===== config.mk =====
export PLATFORM = sky130hd
export DESIGN_NAME = jtag_mem_arbiter
export DESIGN_NICKNAME = d
export VERILOG_FILES = /design/src/rtl/jtag_mem_arbiter.sv
export SDC_FILE = /design/constraint.sdc
export NUM_CORES = 1
export LEC_CHECK = 0
export CAP_MARGIN = 25
export CORE_MARGIN = 2
export CORE_UTILIZATION = 35
export CTS_CLUSTER_DIAMETER = 120
export DETAILED_ROUTE_END_ITERATION = 12
export PLACE_DENSITY = 0.73
export SYNTH_ARGS = -nofsm -noshare
export SYNTH_HDL_FRONTEND = slang
export SYNTH_SLANG_ARGS = --single-unit

===== constraint.sdc =====
create_clock -name clk -period 1.9 [get_ports clk]
set_clock_uncertainty 0.15 [all_clocks]
set_input_delay 0.19 -clock clk [delete_from_list [all_inputs] [get_ports clk]]
set_output_delay 0.19 -clock clk [all_outputs]
set_load 0.01 [all_outputs]

===== src/rtl/jtag_mem_arbiter.sv =====
// Shares the single-port SRAM between the CPU data port and the JTAG debug loader.
// JTAG enable/request arrive from the tck domain and are synchronised here.
module jtag_mem_arbiter #(
  parameter int unsigned MEM_ADDR_WIDTH = 10,
  parameter int unsigned MEM_DATA_WIDTH = 32,
  parameter int unsigned RST_CYCLES     = 8,
  parameter int unsigned SYNC_STAGES    = 2
) (
  input  logic                      clk,
  input  logic                      rst_n,
  input  logic                      jtag_en_async,
  input  logic                      jtag_req_async,
  input  logic                      jtag_we,
  input  logic [MEM_ADDR_WIDTH-1:0] jtag_addr,
  input  logic [MEM_DATA_WIDTH-1:0] jtag_wdata,
  output logic [MEM_DATA_WIDTH-1:0] jtag_rdata,
  output logic                      jtag_ack,
  output logic                      jtag_overrun,
  input  logic                      cpu_req,
  input  logic                      cpu_we,
  input  logic [MEM_ADDR_WIDTH-1:0] cpu_addr,
  input  logic [MEM_DATA_WIDTH-1:0] cpu_wdata,
  output logic [MEM_DATA_WIDTH-1:0] cpu_rdata,
  output logic                      cpu_ready,
  output logic                      cpu_halt,
  output logic                      cpu_rst_req,
  output logic                      mem_en,
  output logic                      mem_we,
  output logic [MEM_ADDR_WIDTH-1:0] mem_addr,
  output logic [MEM_DATA_WIDTH-1:0] mem_wdata,
  input  logic [MEM_DATA_WIDTH-1:0] mem_rdata
);

  localparam int unsigned CntW = (RST_CYCLES > 1) ? $clog2(RST_CYCLES) : 1;
  localparam logic [CntW-1:0] CntLoad = CntW'(RST_CYCLES - 1);

  typedef enum logic [2:0] {
    StCpu, StDrain, StJtagIdle, StJtagAccess, StJtagRead, StRelease
  } state_e;

  state_e state_q, state_d;

  logic [SYNC_STAGES-1:0] en_sync_q, req_sync_q;
  logic                   req_s_q;
  logic                   en_s, req_s, req_evt;

  logic                      cpu_pend_q, cpu_pend_d;
  logic                      cpu_pend_we_q, cpu_pend_we_d;
  logic                      cpu_halt_q, cpu_halt_d;
  logic                      cpu_rst_req_q, cpu_rst_req_d;
  logic [MEM_DATA_WIDTH-1:0] cpu_rdata_q;
  logic [CntW-1:0]           cnt_q, cnt_d;

  logic                      jtag_we_q;
  logic [MEM_ADDR_WIDTH-1:0] jtag_addr_q;
  logic [MEM_DATA_WIDTH-1:0] jtag_wdata_q;
  logic [MEM_DATA_WIDTH-1:0] jtag_rdata_q;
  logic                      jtag_ack_q, jtag_ack_d;
  logic                      overrun_q, overrun_d;

  logic cpu_issue, jtag_issue, jtag_capture, jtag_rd_done, cpu_rd_done;

  assign en_s    = en_sync_q[SYNC_STAGES-1];
  assign req_s   = req_sync_q[SYNC_STAGES-1];
  assign req_evt = req_s & ~req_s_q;

  always_comb begin
    state_d       = state_q;
    cpu_pend_d    = 1'b0;  // a pending CPU access always completes the cycle after issue
    cpu_pend_we_d = cpu_pend_we_q;
    cpu_halt_d    = cpu_halt_q;
    cpu_rst_req_d = cpu_rst_req_q;
    cnt_d         = cnt_q;
    jtag_ack_d    = 1'b0;
    jtag_capture  = 1'b0;
    jtag_rd_done  = 1'b0;
    cpu_issue     = 1'b0;
    jtag_issue    = 1'b0;
    overrun_d     = overrun_q | (req_evt & (state_q != StJtagIdle));

    unique case (state_q)
      StCpu: begin
        cpu_issue = cpu_req & ~cpu_pend_q;
        if (en_s) begin
          state_d    = StDrain;
          cpu_halt_d = 1'b1;
        end
      end
      StDrain: state_d = StJtagIdle;
      StJtagIdle: begin
        if (req_evt) begin
          state_d      = StJtagAccess;
          jtag_capture = 1'b1;
        end else if (!en_s) begin
          state_d       = StRelease;
          cnt_d         = CntLoad;
          cpu_rst_req_d = 1'b1;
        end
      end
      StJtagAccess: begin
        jtag_issue = 1'b1;
        if (jtag_we_q) begin
          jtag_ack_d = 1'b1;
          state_d    = StJtagIdle;
        end else begin
          state_d = StJtagRead;
        end
      end
      StJtagRead: begin
        jtag_ack_d   = 1'b1;
        jtag_rd_done = 1'b1;
        state_d      = StJtagIdle;
      end
      StRelease: begin
        if (cnt_q == '0) begin
          state_d       = StCpu;
          cpu_halt_d    = 1'b0;
          cpu_rst_req_d = 1'b0;
        end else begin
          cnt_d = cnt_q - CntW'(1);
        end
      end
      default: state_d = StCpu;
    endcase

    if (cpu_issue) begin
      cpu_pend_d    = 1'b1;
      cpu_pend_we_d = cpu_we;
    end
  end

  assign cpu_rd_done = cpu_pend_q & ~cpu_pend_we_q;

  always_ff @(posedge clk or negedge rst_n) begin
    if (!rst_n) begin
      state_q       <= StCpu;
      en_sync_q     <= '0;
      req_sync_q    <= '0;
      req_s_q       <= 1'b0;
      cpu_pend_q    <= 1'b0;
      cpu_pend_we_q <= 1'b0;
      cpu_halt_q    <= 1'b0;
      cpu_rst_req_q <= 1'b0;
      cpu_rdata_q   <= '0;
      cnt_q         <= '0;
      jtag_we_q     <= 1'b0;
      jtag_addr_q   <= '0;
      jtag_wdata_q  <= '0;
      jtag_rdata_q  <= '0;
      jtag_ack_q    <= 1'b0;
      overrun_q     <= 1'b0;
    end else begin
      state_q       <= state_d;
      en_sync_q     <= {en_sync_q[SYNC_STAGES-2:0], jtag_en_async};
      req_sync_q    <= {req_sync_q[SYNC_STAGES-2:0], jtag_req_async};
      req_s_q       <= req_s;
      cpu_pend_q    <= cpu_pend_d;
      cpu_pend_we_q <= cpu_pend_we_d;
      cpu_halt_q    <= cpu_halt_d;
      cpu_rst_req_q <= cpu_rst_req_d;
      cnt_q         <= cnt_d;
      jtag_ack_q    <= jtag_ack_d;
      overrun_q     <= overrun_d;
      if (cpu_rd_done) cpu_rdata_q <= mem_rdata;
      if (jtag_rd_done) jtag_rdata_q <= mem_rdata;
      if (jtag_capture) begin
        jtag_we_q    <= jtag_we;
        jtag_addr_q  <= jtag_addr;
        jtag_wdata_q <= jtag_wdata;
      end
    end
  end

  assign mem_en    = cpu_issue | jtag_issue;
  assign mem_we    = jtag_issue ? jtag_we_q : cpu_we;
  assign mem_addr  = jtag_issue ? jtag_addr_q : cpu_addr;
  assign mem_wdata = jtag_issue ? jtag_wdata_q : cpu_wdata;

  // Read data is forwarded in the ready cycle and held afterwards.
  assign cpu_rdata    = cpu_rd_done ? mem_rdata : cpu_rdata_q;
  assign cpu_ready    = cpu_pend_q;
  assign cpu_halt     = cpu_halt_q;
  assign cpu_rst_req  = cpu_rst_req_q;
  assign jtag_rdata   = jtag_rdata_q;
  assign jtag_ack     = jtag_ack_q;
  assign jtag_overrun = overrun_q;

endmodule


# After elaboration in Yosys (flattened, before gate mapping)
# Cells that the tools add are included.
# totals
ff_bits	124
latch_bits	0
ramBits	0
rom_bits	0
inputBits	123
output_inout_bits	113
memories	0
# classes
add_sub_neg	1
n_mul	0
div	0
order_cmp	0
n_eq_ne	12
shifts	0
n_mux	28
n_bitwise	9
reduce_logical	9
# ops
operator	count
32-bit two-way mux	2
3-bit two-way mux	8
3-bit case mux with 5 select lines	1
1-bit two-way mux	12
10-bit two-way mux	1
2-bit != test (second input constant)	5
4-bit AND reduction	2
3-bit by 2-bit == test with 1-bit output (second input constant)	2
3-bit == test (second input constant)	2
3-bit logical NOT	2
1-bit case mux with 2 select lines	3
3-bit case mux with 2 select lines	1
3-bit AND reduction	2
1-bit bitwise AND	4
2-bit nonzero test	2
3-bit by 1-bit == test with 1-bit output (second input constant)	1
3-bit by 2-bit != test with 1-bit output (second input constant)	1
3-bit != test (second input constant)	1
1-bit NOT	3
3-bit by 1-bit subtractor with 3-bit output (second input constant)	1
1-bit OR	2
2-bit OR reduction	1

# Longest topological paths before layout
# depth
word_depth	4
mapped_depth	6

# Worst setup path after synthesis
# OpenSTA, ideal clock, no wires.
# synth_timing
path_kind	flip-flop to output port
from	register state_q[1]
to	output mem_wdata[23]
t_arrival_ps	1332
slack_ps	228
path_stages_with_launch	6
path_buffers	2
cell_sequence	dfrtp_1 > buf_4 > and2b_4 > nand2_2 > buf_4 > mux2_1
# synth_between
elab_chain_len	3
# synth_lines
item	line_no	rtl
from (decl)	41	state_e state_q, state_d;
from (signal assigned)	136	state_q <= StCpu;
from (signal assigned)	153	state_q <= state_d;
3-bit by 2-bit == test with 1-bit output	81	unique case (state_q)
1-bit two-way mux	81	
32-bit two-way mux	177	assign mem_wdata = jtag_issue ? jtag_wdata_q : cpu_wdata;
to (decl)	30	output logic [MEM_DATA_WIDTH-1:0] mem_wdata,
# Every way passes these cells.

# Worst setup path after layout
# layout_timing
from	register state_q[2]
to	output mem_wdata[23]
# Same word-level chain as after synthesis.

==> results by group <==
Clock tree
  – Clk slew on worst S/H paths: about 0.050 ns
  – CTS tree: built
  – CTS HTree Levels: 4
  – Clock Path Buffers: 2
  – Clock sinks: 124
  – Total CTS buffers: 17
  – CTS root buf: clkbuf_16
  – Latest clock arrival within the worst-skew pair: 0.40 ns

Placed design
  – GPL Wtd Cong: 0.8202
  – Inst Count DP: 760
  – Port Buffers: between 200 and 250
  – Post-DP HPWL: 9825 um
  – Pre-CTS setup slack: -0.1865 ns
  – DP Area: between 7000 and 8000 um^2

Outcome
  – Failing checks: setup timing
  – Status: complete, but fails checks

Drt
  – Post-route ant nets: 0
  – Final WL: 15,160 um
  – Pre-Repair DR Iteration Count: 4
  – WL per Instance: ~18 um
  – Via count: 3,925
  – Iteration-0 DRC count of the detailed router: 74
  – DRC: 0
  – Vias per cell: 4.769

Floorplan
  – Core Area: approximately 15,000 um^2
  – I/O Pins: between 200 and 250
  – Die extent in x: 126.4 um
  – Std-Cell Rows: 44
  – Initial Util: 35.97%
  – Die Height: 126.4 um
  – Die footprint: 15,990 um^2

Worst setup path
  – Crit path capture type: primary output
  – Nature of the critical path startpoint: flop
  – Crit path largest cell delay: 0.37 ns
  – Peak fanout along the critical path: 7
  – Crit-path cells: and2b_4 > nand2_8 > clkbuf_16 > mux2_4 > buf_6
  – Top delay family on crit path: simple AND/OR/NAND/NOR gates
  – CP Class: flop to primary output
  – Crit path DAT: 1.81 ns
  – CP max stage cell: dfrtp_1
  – CP bufs+invs: 2
  – WP data required: 1.56 ns

Synthesis
  – Syn Inst Count: 343
  – Ys Warns: 0
  – Seq/Total Area, Yosys: 59.13%
  – #FFs+latches synth: 124
  – Syn Std Cell Area: 5248 um^2
  – Syn Nets: 468
  – Mean Syn Cell Area: ~15 um^2
  – Distinct cell type count after synthesis: 29

Global routing
  – Global route overflow: 0
  – Initial antenna violation count: 0
  – First-pass GRT wire length: ~23,000 um
  – Number of global-route vias before repair: 4,406
  – Gr usage total: between 10% and 20%
  – Largest net degree at the start of global routing: between 40 and 50

STA
  – Final Hold Viols: 0
  – Fin Hold WS: 0.07270 ns
  – Final setup margin: -0.2501 ns
  – F_max: ~0.47 GHz
  – Fin crit share: 113.2%
  – Setup_tns: -12.93 ns
  – Max Slew Vio Count: 0
  – Max_slew headroom: 65.48%
  – Final setup viols: just over 70
  – Slew @ Worst Pin: ~0.52 ns
  – RSZ-0062 raised after global routing: true
  – Final min period: 2.150 ns

Finish
  – Filler cells: 1,087
  – Most common cell after layout, fill and taps aside: clkdlybuf4s50_1
  – Fin util: 63.02%
  – Fin area: 9194 um^2
  – Most frequent cells in the layout: 158 x clkdlybuf4s50_1, 123 x dfrtp_1, 85 x buf_6
  – Diodes inserted: 0
  – Count of nets after finishing: ~750
  – Layout area overhead: 75.20%
  – Cell Count, Final, Fillers Out: a little over 800
  – Layout cells sized above 1: between 40% and 50%

Power
  – Overall power: 14.71 mW
  – Clock share of power: 21.5%
  – Cell Int Power: 10.29 mW
  – Switching Fraction: 30.07%
  – Reg power frac: 30.7%
  – Comb pwr share: 47.8%
  – Leakage: 4.131 nW
  – Switching power total: ~4.4 mW
  – PD cells: between 1500 and 2000 nW/um^2
  – Peak supply drop: 0.0009804 V

Hold path
  – Hold WC Path Type: primary input to flop

Job
  – Max_cap viols: 0
[path summary, 6_finish.rpt]
path | to | slack [ns] | cells past startpoint | from
max | mem_wdata[23] | -0.25 | 5 | state_q[2]
min | en_sync_q[0] | 0.07 | 1 | jtag_en_async
max reg2reg | jtag_wdata_q[16] | 0.06 | 6 | state_q[0]
min reg2reg | req_sync_q[1] | 0.20 | 0 | req_sync_q[0]
max in group asynchronous | jtag_wdata_q[9] | 0.81 | 3 | rst_n
min in group asynchronous | jtag_rdata[21] | 0.15 | 2 | rst_n
[power groups by stage]
stage | registers (mW) | logic, mW | clock network [mW]
after global routing | 4.67 | 7.49 | 3.39
after floorplan | 4.50 | 2.62 | 0
after global placement | 4.44 | 5.61 | 0
after detailed placement | 4.50 | 5.71 | 0
final | 4.51 | 7.03 | 3.17
after CTS | 4.51 | 6.75 | 3.24
[cells in the mapped netlist, drive strengths merged]
library cell  count  area share (%)
buf              16             2.3
mux2i             1            0.19
a22oi             1            0.14
mux2            151              32
inv               3            0.21
a211oi            1            0.14
nand2             5            0.45
o21ai             7            0.67
a21oi             4            0.38
and3              3            0.36
a21o              1            0.14
clkbuf            2            0.14
nand2b            6            0.86
o21bai            1            0.14
dfrtp           124              59
nor2              6            0.72
nand3             3            0.29
o31ai             1            0.14
and2b             1            0.19
o32ai             1            0.17
nor2b             2            0.24
ha                2            0.48
nor3              1           0.095
[flip-flops by register name, summed over array words and instances (netlist names)]
signal	count
cnt_q	3
jtag_we_q	1
cpu_rst_req	1
jtag_overrun	1
state_q	3
req_sync_q	2
cpu_pend_we_q	1
en_sync_q	2
req_s_q	1
jtag_rdata	32
cpu_ready	1
jtag_wdata_q	32
cpu_rdata_q	32
jtag_ack	1
jtag_addr_q	10
cpu_halt	1
[logic make-up (layout without fill, tap and decap cells)]
family | Yosys count | count (layout) | share of synthesized area [%]
multiplexers | 152 | 152 | 32.59
AO/OA/AOI/OAI | 17 | 17 | 1.932
buffers and inverters | 21 | 317 | 2.670
adder cells (fa/ha/maj) | 2 | 2 | 0.4768
AND/OR/NAND/NOR | 27 | 27 | 3.195
flip-flops | 124 | 124 | 59.13
[what timing repair did]
item,CTS,global route
pin swaps,2,3
hold buffers,1,0
buffers inserted,21,5
cloned,6,2
setup endpoints to repair,76,88
gates resized for setup,410,33
hold endpoints to repair,67,0
[layer usage]
metal | track usage, % | part of all wire (%) | vias to the layer above | wire (um)
met3 | 8.267 | 11 | 12 | 1622
met1 | 21.97 | 39 | 1943 | 5908
met2 | 31.71 | 49 | 177 | 7412
li1 | - | - | 1793 | -
met5 | 0 | 0 | - | 0
met4 | 6.206 | 1.4 | 0 | 211
[final cells by class]
type	instances	area, um^2	area share (%)
Clock buffer	19	442.9	4.818
Tap cell	184	230.2	2.504
Multi-Input combinational cell	198	2173	23.64
Inverter	3	11.26	0.1225
Clock inverter	13	142.6	1.551
Sequential cell	124	3104	33.76
Timing Repair Buffer	282	3089	33.60
Note: power is estimated with default switching activity, not from simulation.
